$ cat src/rtl/seg_pkg.sv
// Shared types and the segment map for the 7-segment display path.
// Segment patterns are {g,f,e,d,c,b,a}, active-low.
// Codes: 0-9, 10=A, 11=b, 12=C, 13=d, 14=E, 15=blank.
package seg_pkg;

  typedef logic [3:0] seg_code_t;
  typedef logic [6:0] seg_pat_t;

  typedef enum logic [0:0] {
    S_BLANK = 1'b0,
    S_DRIVE = 1'b1
  } scan_state_t;

  localparam seg_code_t SEG_BLANK = 4'hF;

  // Indexed by display code; entry 15 is first in the concatenation.
  localparam logic [15:0][6:0] SEG_TABLE = {
    7'b1111111,  // 15 blank
    7'b0000110,  // 14 E
    7'b0100001,  // 13 d
    7'b1000110,  // 12 C
    7'b0000011,  // 11 b
    7'b0001000,  // 10 A
    7'b0010000,  //  9
    7'b0000000,  //  8
    7'b1111000,  //  7
    7'b0000010,  //  6
    7'b0010010,  //  5
    7'b0011001,  //  4
    7'b0110000,  //  3
    7'b0100100,  //  2
    7'b1111001,  //  1
    7'b1000000   //  0
  };

endpackage

$ cat src/rtl/seg_decode.sv
// Combinational display-code to segment-pattern lookup.
// Ports:
//   code   display code 0..15
//   seg_c  segment pattern {g,f,e,d,c,b,a}, active-low (combinational)
module seg_decode
  import seg_pkg::*;
(
  input  seg_code_t code,
  output seg_pat_t  seg_c
);

  always_comb begin
    seg_c = SEG_TABLE[code];
  end

endmodule

$ cat src/rtl/seg_scan_drv.sv
// Multiplexed common-anode 7-segment driver. Codes scroll in from the right
// through a shift buffer; each digit slot begins with a blanking gap so the
// previous digit's pattern never ghosts onto the next one.
// Optional feature macro: SEG_SCAN_DP_EN adds a decimal-point buffer and output.
// Ports:
//   clk         system clock
//   rst         synchronous reset, active-high
//   code_in     display code from the sequencer
//   code_valid  one-cycle strobe: shift code_in into the buffer
//   clear       blank every buffer entry (wins over code_valid)
//   dp_in       decimal point captured with code_valid (SEG_SCAN_DP_EN only)
//   dp_n        decimal point, active-low (SEG_SCAN_DP_EN only)
//   seg         segments {g,f,e,d,c,b,a}, active-low
//   dig_n       digit enables, active-low, bit 0 = rightmost digit
module seg_scan_drv
  import seg_pkg::*;
#(
  parameter int unsigned NUM_DIG   = 4,
  parameter int unsigned SCAN_DIV  = 50_000,
  parameter int unsigned BLANK_CYC = 500
) (
  input  logic               clk,
  input  logic               rst,
  input  logic [3:0]         code_in,
  input  logic               code_valid,
  input  logic               clear,
`ifdef SEG_SCAN_DP_EN
  input  logic               dp_in,
  output logic               dp_n,
`endif
  output logic [6:0]         seg,
  output logic [NUM_DIG-1:0] dig_n
);

  localparam int unsigned CNT_W = $clog2(SCAN_DIV);
  localparam int unsigned IDX_W = $clog2(NUM_DIG);

  localparam logic [CNT_W-1:0] CNT_LAST   = CNT_W'(SCAN_DIV - 1);
  localparam logic [CNT_W-1:0] BLANK_LAST = CNT_W'(BLANK_CYC - 1);
  localparam logic [IDX_W-1:0] IDX_LAST   = IDX_W'(NUM_DIG - 1);

  scan_state_t          state_q, state_d;
  logic [CNT_W-1:0]     cnt_q, cnt_d;
  logic [IDX_W-1:0]     idx_q, idx_d;
  seg_code_t            code_buf [NUM_DIG];
  seg_pat_t             cur_pat_c;
  seg_pat_t             seg_d;
  logic [NUM_DIG-1:0]   dig_n_d;

  // Shift buffer: newest code enters at digit 0, oldest drops off the left.
  always_ff @(posedge clk) begin
    if (rst || clear) begin
      for (int i = 0; i < int'(NUM_DIG); i++) code_buf[i] <= SEG_BLANK;
    end else if (code_valid) begin
      code_buf[0] <= code_in;
      for (int i = 1; i < int'(NUM_DIG); i++) code_buf[i] <= code_buf[i-1];
    end
  end

  // Pattern for the digit currently selected by the scan index.
  seg_decode u_decode (
    .code  (code_buf[idx_q]),
    .seg_c (cur_pat_c)
  );

  // Scan state register.
  always_ff @(posedge clk) begin
    if (rst) begin
      state_q <= S_BLANK;
      cnt_q   <= '0;
      idx_q   <= '0;
    end else begin
      state_q <= state_d;
      cnt_q   <= cnt_d;
      idx_q   <= idx_d;
    end
  end

  // Next-state logic and output targets for the scan FSM.
  always_comb begin
    state_d = state_q;
    cnt_d   = (cnt_q == CNT_LAST) ? '0 : cnt_q + CNT_W'(1);
    idx_d   = idx_q;
    seg_d   = '1;
    dig_n_d = '1;
    case (state_q)
      S_BLANK: begin
        if (cnt_q == BLANK_LAST) state_d = S_DRIVE;
      end
      S_DRIVE: begin
        seg_d   = cur_pat_c;
        dig_n_d = ~(NUM_DIG'(1) << idx_q);
        if (cnt_q == CNT_LAST) begin
          state_d = S_BLANK;
          idx_d   = (idx_q == IDX_LAST) ? '0 : idx_q + IDX_W'(1);
        end
      end
      default: begin
        state_d = S_BLANK;
      end
    endcase
  end

  // Registered display outputs, one cycle behind the scan state.
  always_ff @(posedge clk) begin
    if (rst) begin
      seg   <= '1;
      dig_n <= '1;
    end else begin
      seg   <= seg_d;
      dig_n <= dig_n_d;
    end
  end

`ifdef SEG_SCAN_DP_EN
  logic [NUM_DIG-1:0] dp_buf;
  logic               dp_n_d;

  // Decimal points ride alongside the code buffer.
  always_ff @(posedge clk) begin
    if (rst || clear) begin
      dp_buf <= '0;
    end else if (code_valid) begin
      dp_buf <= {dp_buf[NUM_DIG-2:0], dp_in};
    end
  end

  always_comb begin
    dp_n_d = 1'b1;
    if (state_q == S_DRIVE) dp_n_d = ~dp_buf[idx_q];
  end

  always_ff @(posedge clk) begin
    if (rst) dp_n <= 1'b1;
    else     dp_n <= dp_n_d;
  end
`else
  // Decimal-point path not built; dp ports are absent.
`endif

endmodule

$ cat config.mk
export PLATFORM = sky130hd
export DESIGN_NAME = seg_scan_drv
export DESIGN_NICKNAME = d
export VERILOG_FILES = /design/src/rtl/seg_pkg.sv /design/src/rtl/seg_decode.sv /design/src/rtl/seg_scan_drv.sv
export SDC_FILE = /design/constraint.sdc
export NUM_CORES = 1
export LEC_CHECK = 0
export ABC_AREA = 1
export ABC_CLOCK_PERIOD_IN_PS = 2400
export BUFFER_PORTS_ARGS = -buffer_cell sky130_fd_sc_hd__buf_4
export CORE_MARGIN = 3
export CORE_UTILIZATION = 50
export DETAILED_ROUTE_END_ITERATION = 12
export PLACE_DENSITY = 0.76
export SLEW_MARGIN = 0
export SYNTH_ARGS = -nofsm -noshare
export SYNTH_HDL_FRONTEND = slang
export SYNTH_HIERARCHICAL = 1
export SYNTH_SLANG_ARGS = --single-unit
export TNS_END_PERCENT = 10
$ cat constraint.sdc
create_clock -name clk -period 2.4 [get_ports clk]
set_clock_uncertainty 0.05 [all_clocks]
set_input_delay 0.48 -clock clk [delete_from_list [all_inputs] [get_ports clk]]
set_output_delay 0.48 -clock clk [all_outputs]
set_load 0.05 [all_outputs]
==> out/results.tsv <==
metric	value	unit
status	finished, final reports clean	
chip height	74.65	um
fin crit period	2118	ps
Final setup viols	0	
Antenna Cells	0	
critical hold path startpoint	code_in[3]	
Vias	1826	
sw frac	25.03	%
Cell Count, Final, Fillers Out	383	
num ports	19	
Post-synth EDFFs	16	
area growth from synthesis to layout	11.47	%
design area	2626	sq um
die area	5572	sq um
Clock Power Share	34.8	%
final hold vios	0	
fraction of layout cells with a size suffix above 1	11.18	%
Final nets	349	
max_slew headroom	34.76	%
Critical Path Source Type	flip-flop	
Least-Margin Pin Slew	968.4	ps
WHS	361.4	ps
root buffer cell	clkbuf_8	
highest metal used	met4	
RSZ-0062 raised after global routing	false	
input/output buffers	18	
Placer Congestion	0.8292	
Crit path arrival time	2250	ps
r2r worst-path depth	10	
GRT Overall Usage	15.96	%
DP Area	2527	sq um
setup TNS	0	ps
r2r setup slk	280	ps
WL met3	186	um
setup ws final	281.7	ps
hold endpoint	code_buf[0][3]$_SDFFCE_PN1P_	
clock tree buffer depth	2	
DR vias/cell	4.768	
Hold Crit Depth	3	
critical path type	flip-flop to flip-flop	
Max Clock Freq	472.1	MHz
Power Density	559.2	nW/um^2
initial antenna violation count	0	
placed insts	375	
final cycle utilization of the critical path	88.26	%
clk sinks	48	
starting DRC count in detailed routing	142	
GRT Residual Overflow	0	
Sw Pwr	0.3675	mW
Worst setup EP type	flip-flop	
# DRC	0	
wire per inst	10.47	um
core footprint	4444	sq um
Die X	74.65	um
CTS buffer count	5	
ANT nets after route	0	
pre-CTS WS	-24.69	ps
Initial Util	53.01	%
crit-path max FO	12	
Flop pwr share	58.1	%
Rows	24	
Post-Syn Instances	309	
CTS tree	done	
R2R Path End	seg[3]$_SDFF_PP1_	
Final Max Tran Viols	0	
Reg clk slew, reported paths	100	ps
synthesized area	2356	sq um
ys flop type	dfxtp_1	
first drt pass iteration count	5	
worst-skew pair later-pin latency	310	ps
WL met1	1.985	mm
power share of the combinational group	7.1	%
post-synthesis sequential area ratio	47.58	%
WP data required	2530	ps
largest net degree at the start of global routing	18	
Max H-tree Level	2	
final WL	4.009	mm
HP Class	input pin to flip-flop	
Mapped Avg Cell Area	7.625	sq um
internal power	1.101	mW
Final Core Density	59.09	%
Final Power	1.468	mW
vias in the first global route	1570	
Yosys cell types	24	
synthesized flop and latch total	48	
cell leakage power	1.172	nW
postcts setup bufs	0	
Synth warnings	6	
first-pass GRT wire length	6.741	mm
max_cap viols	0	
ys async rst share	0	%
wire length on met2	1.765	mm
Syn Nets	328	
DP Wirelength	2.949	mm
maximum vdd drop	293.2	uV
## power by group through the flow
stage                     logic, mW  clock network, mW  registers (mW)
after floorplan              0.0836                  0           0.870
after global placement        0.105                  0           0.871
after detailed placement      0.105                  0           0.872
after CTS                     0.106              0.525           0.853
after global routing          0.122              0.552           0.854
final                         0.105              0.511           0.853
## cell usage after synthesis (4+ instances only)
cell / number / area (sq um)
xor2_1: 4 / 35.03
nand3_1: 14 / 70.07
inv_1: 50 / 187.7
ha_1: 11 / 137.6
nand2_1: 86 / 322.8
nand4_1: 5 / 31.28
a21oi_1: 13 / 65.06
edfxtp_1: 16 / 480.5
dfxtp_1: 32 / 640.6
o21ai_0: 18 / 90.09
nor2_1: 43 / 161.4
## worst max-delay path, cell delays in order, from the launching register on
cell	delay [ps]
dfxtp_1	350
inv_1	230
o21ai_0	120
o21ai_1	600
inv_1	250
nand2_1	130
nand2_1	50
nand2_1	50
nand2_1	60
inv_1	50
nand2_1	40
## layer usage
layer | global-route usage, % | vias up
met3 | 4.806 | 7
met1 | 21.45 | 782
met2 | 23.90 | 41
met4 | 6.917 | 0
li1 | - | 996
met5 | 0 | -
## what timing repair did
item,in CTS,in global routing
resized for setup,1,2
setup endpoints to repair,4,6
hold buffers,0,0
pin swaps,0,0
## layout by cell type, fill, tap and decap left out
cell type and instances:
xnor2_1 1, nor3_2 1, dfxtp_1 32, clkbuf_8 5
nand2_4 2, inv_6 2, nand3_1 14, inv_1 50
o21ai_1 1, ha_1 11, inv_2 1, nor2_2 1
nand2_1 86, xor2_1 4, or2_2 1, o21ai_0 16
nand3b_1 1, nand3_2 2, nor3_1 1, nor2_1 43
edfxtp_1 16, nand4_1 5, o21ai_2 1, clkinv_4 1
a21oi_1 13, buf_4 20
## state kept, by name, summed over array words and instances, names as in the netlist, named ones only
register  count
cnt_q        16
idx_q         2
state_q       1
seg           7
dig_n         4
code_buf     16
## worst max path at each step
stage	slack (ps)	start	to	cells after the start
after floorplan	330	flip-flop	seg[3]$_SDFF_PP1_	11
after global placement	90	flip-flop	seg[3]$_SDFF_PP1_	10
after detailed placement	-20	flip-flop	seg[3]$_SDFF_PP1_	10
after CTS	60	flip-flop	seg[3]$_SDFF_PP1_	10
after global routing	0.2	flip-flop	seg[3]$_SDFF_PP1_	10
final	280	flip-flop	seg[3]$_SDFF_PP1_	10
## cell families after synthesis
| group | after synthesis | synth area share (%) |
|---|---|---|
| AND/OR/NAND/NOR | 157 | 28.15 |
| buffers and inverters | 57 | 9.984 |
| AO/OA/AOI/OAI | 31 | 6.585 |
| flip-flops | 48 | 47.58 |
| XOR/XNOR | 5 | 1.859 |
| adder cells (fa/ha/maj) | 11 | 5.842 |
## layout make-up
cell class,instances,area (sq um)
fill,410,1818
sequential,48,1121
tap,52,65.06
clock buffer,5,68.82
inverter,51,191.4
multi-input combinational,204,1003
clock inverter,3,26.28
timing repair buffer,20,150.1
No activity file was read; power rests on OpenSTA's default activity.
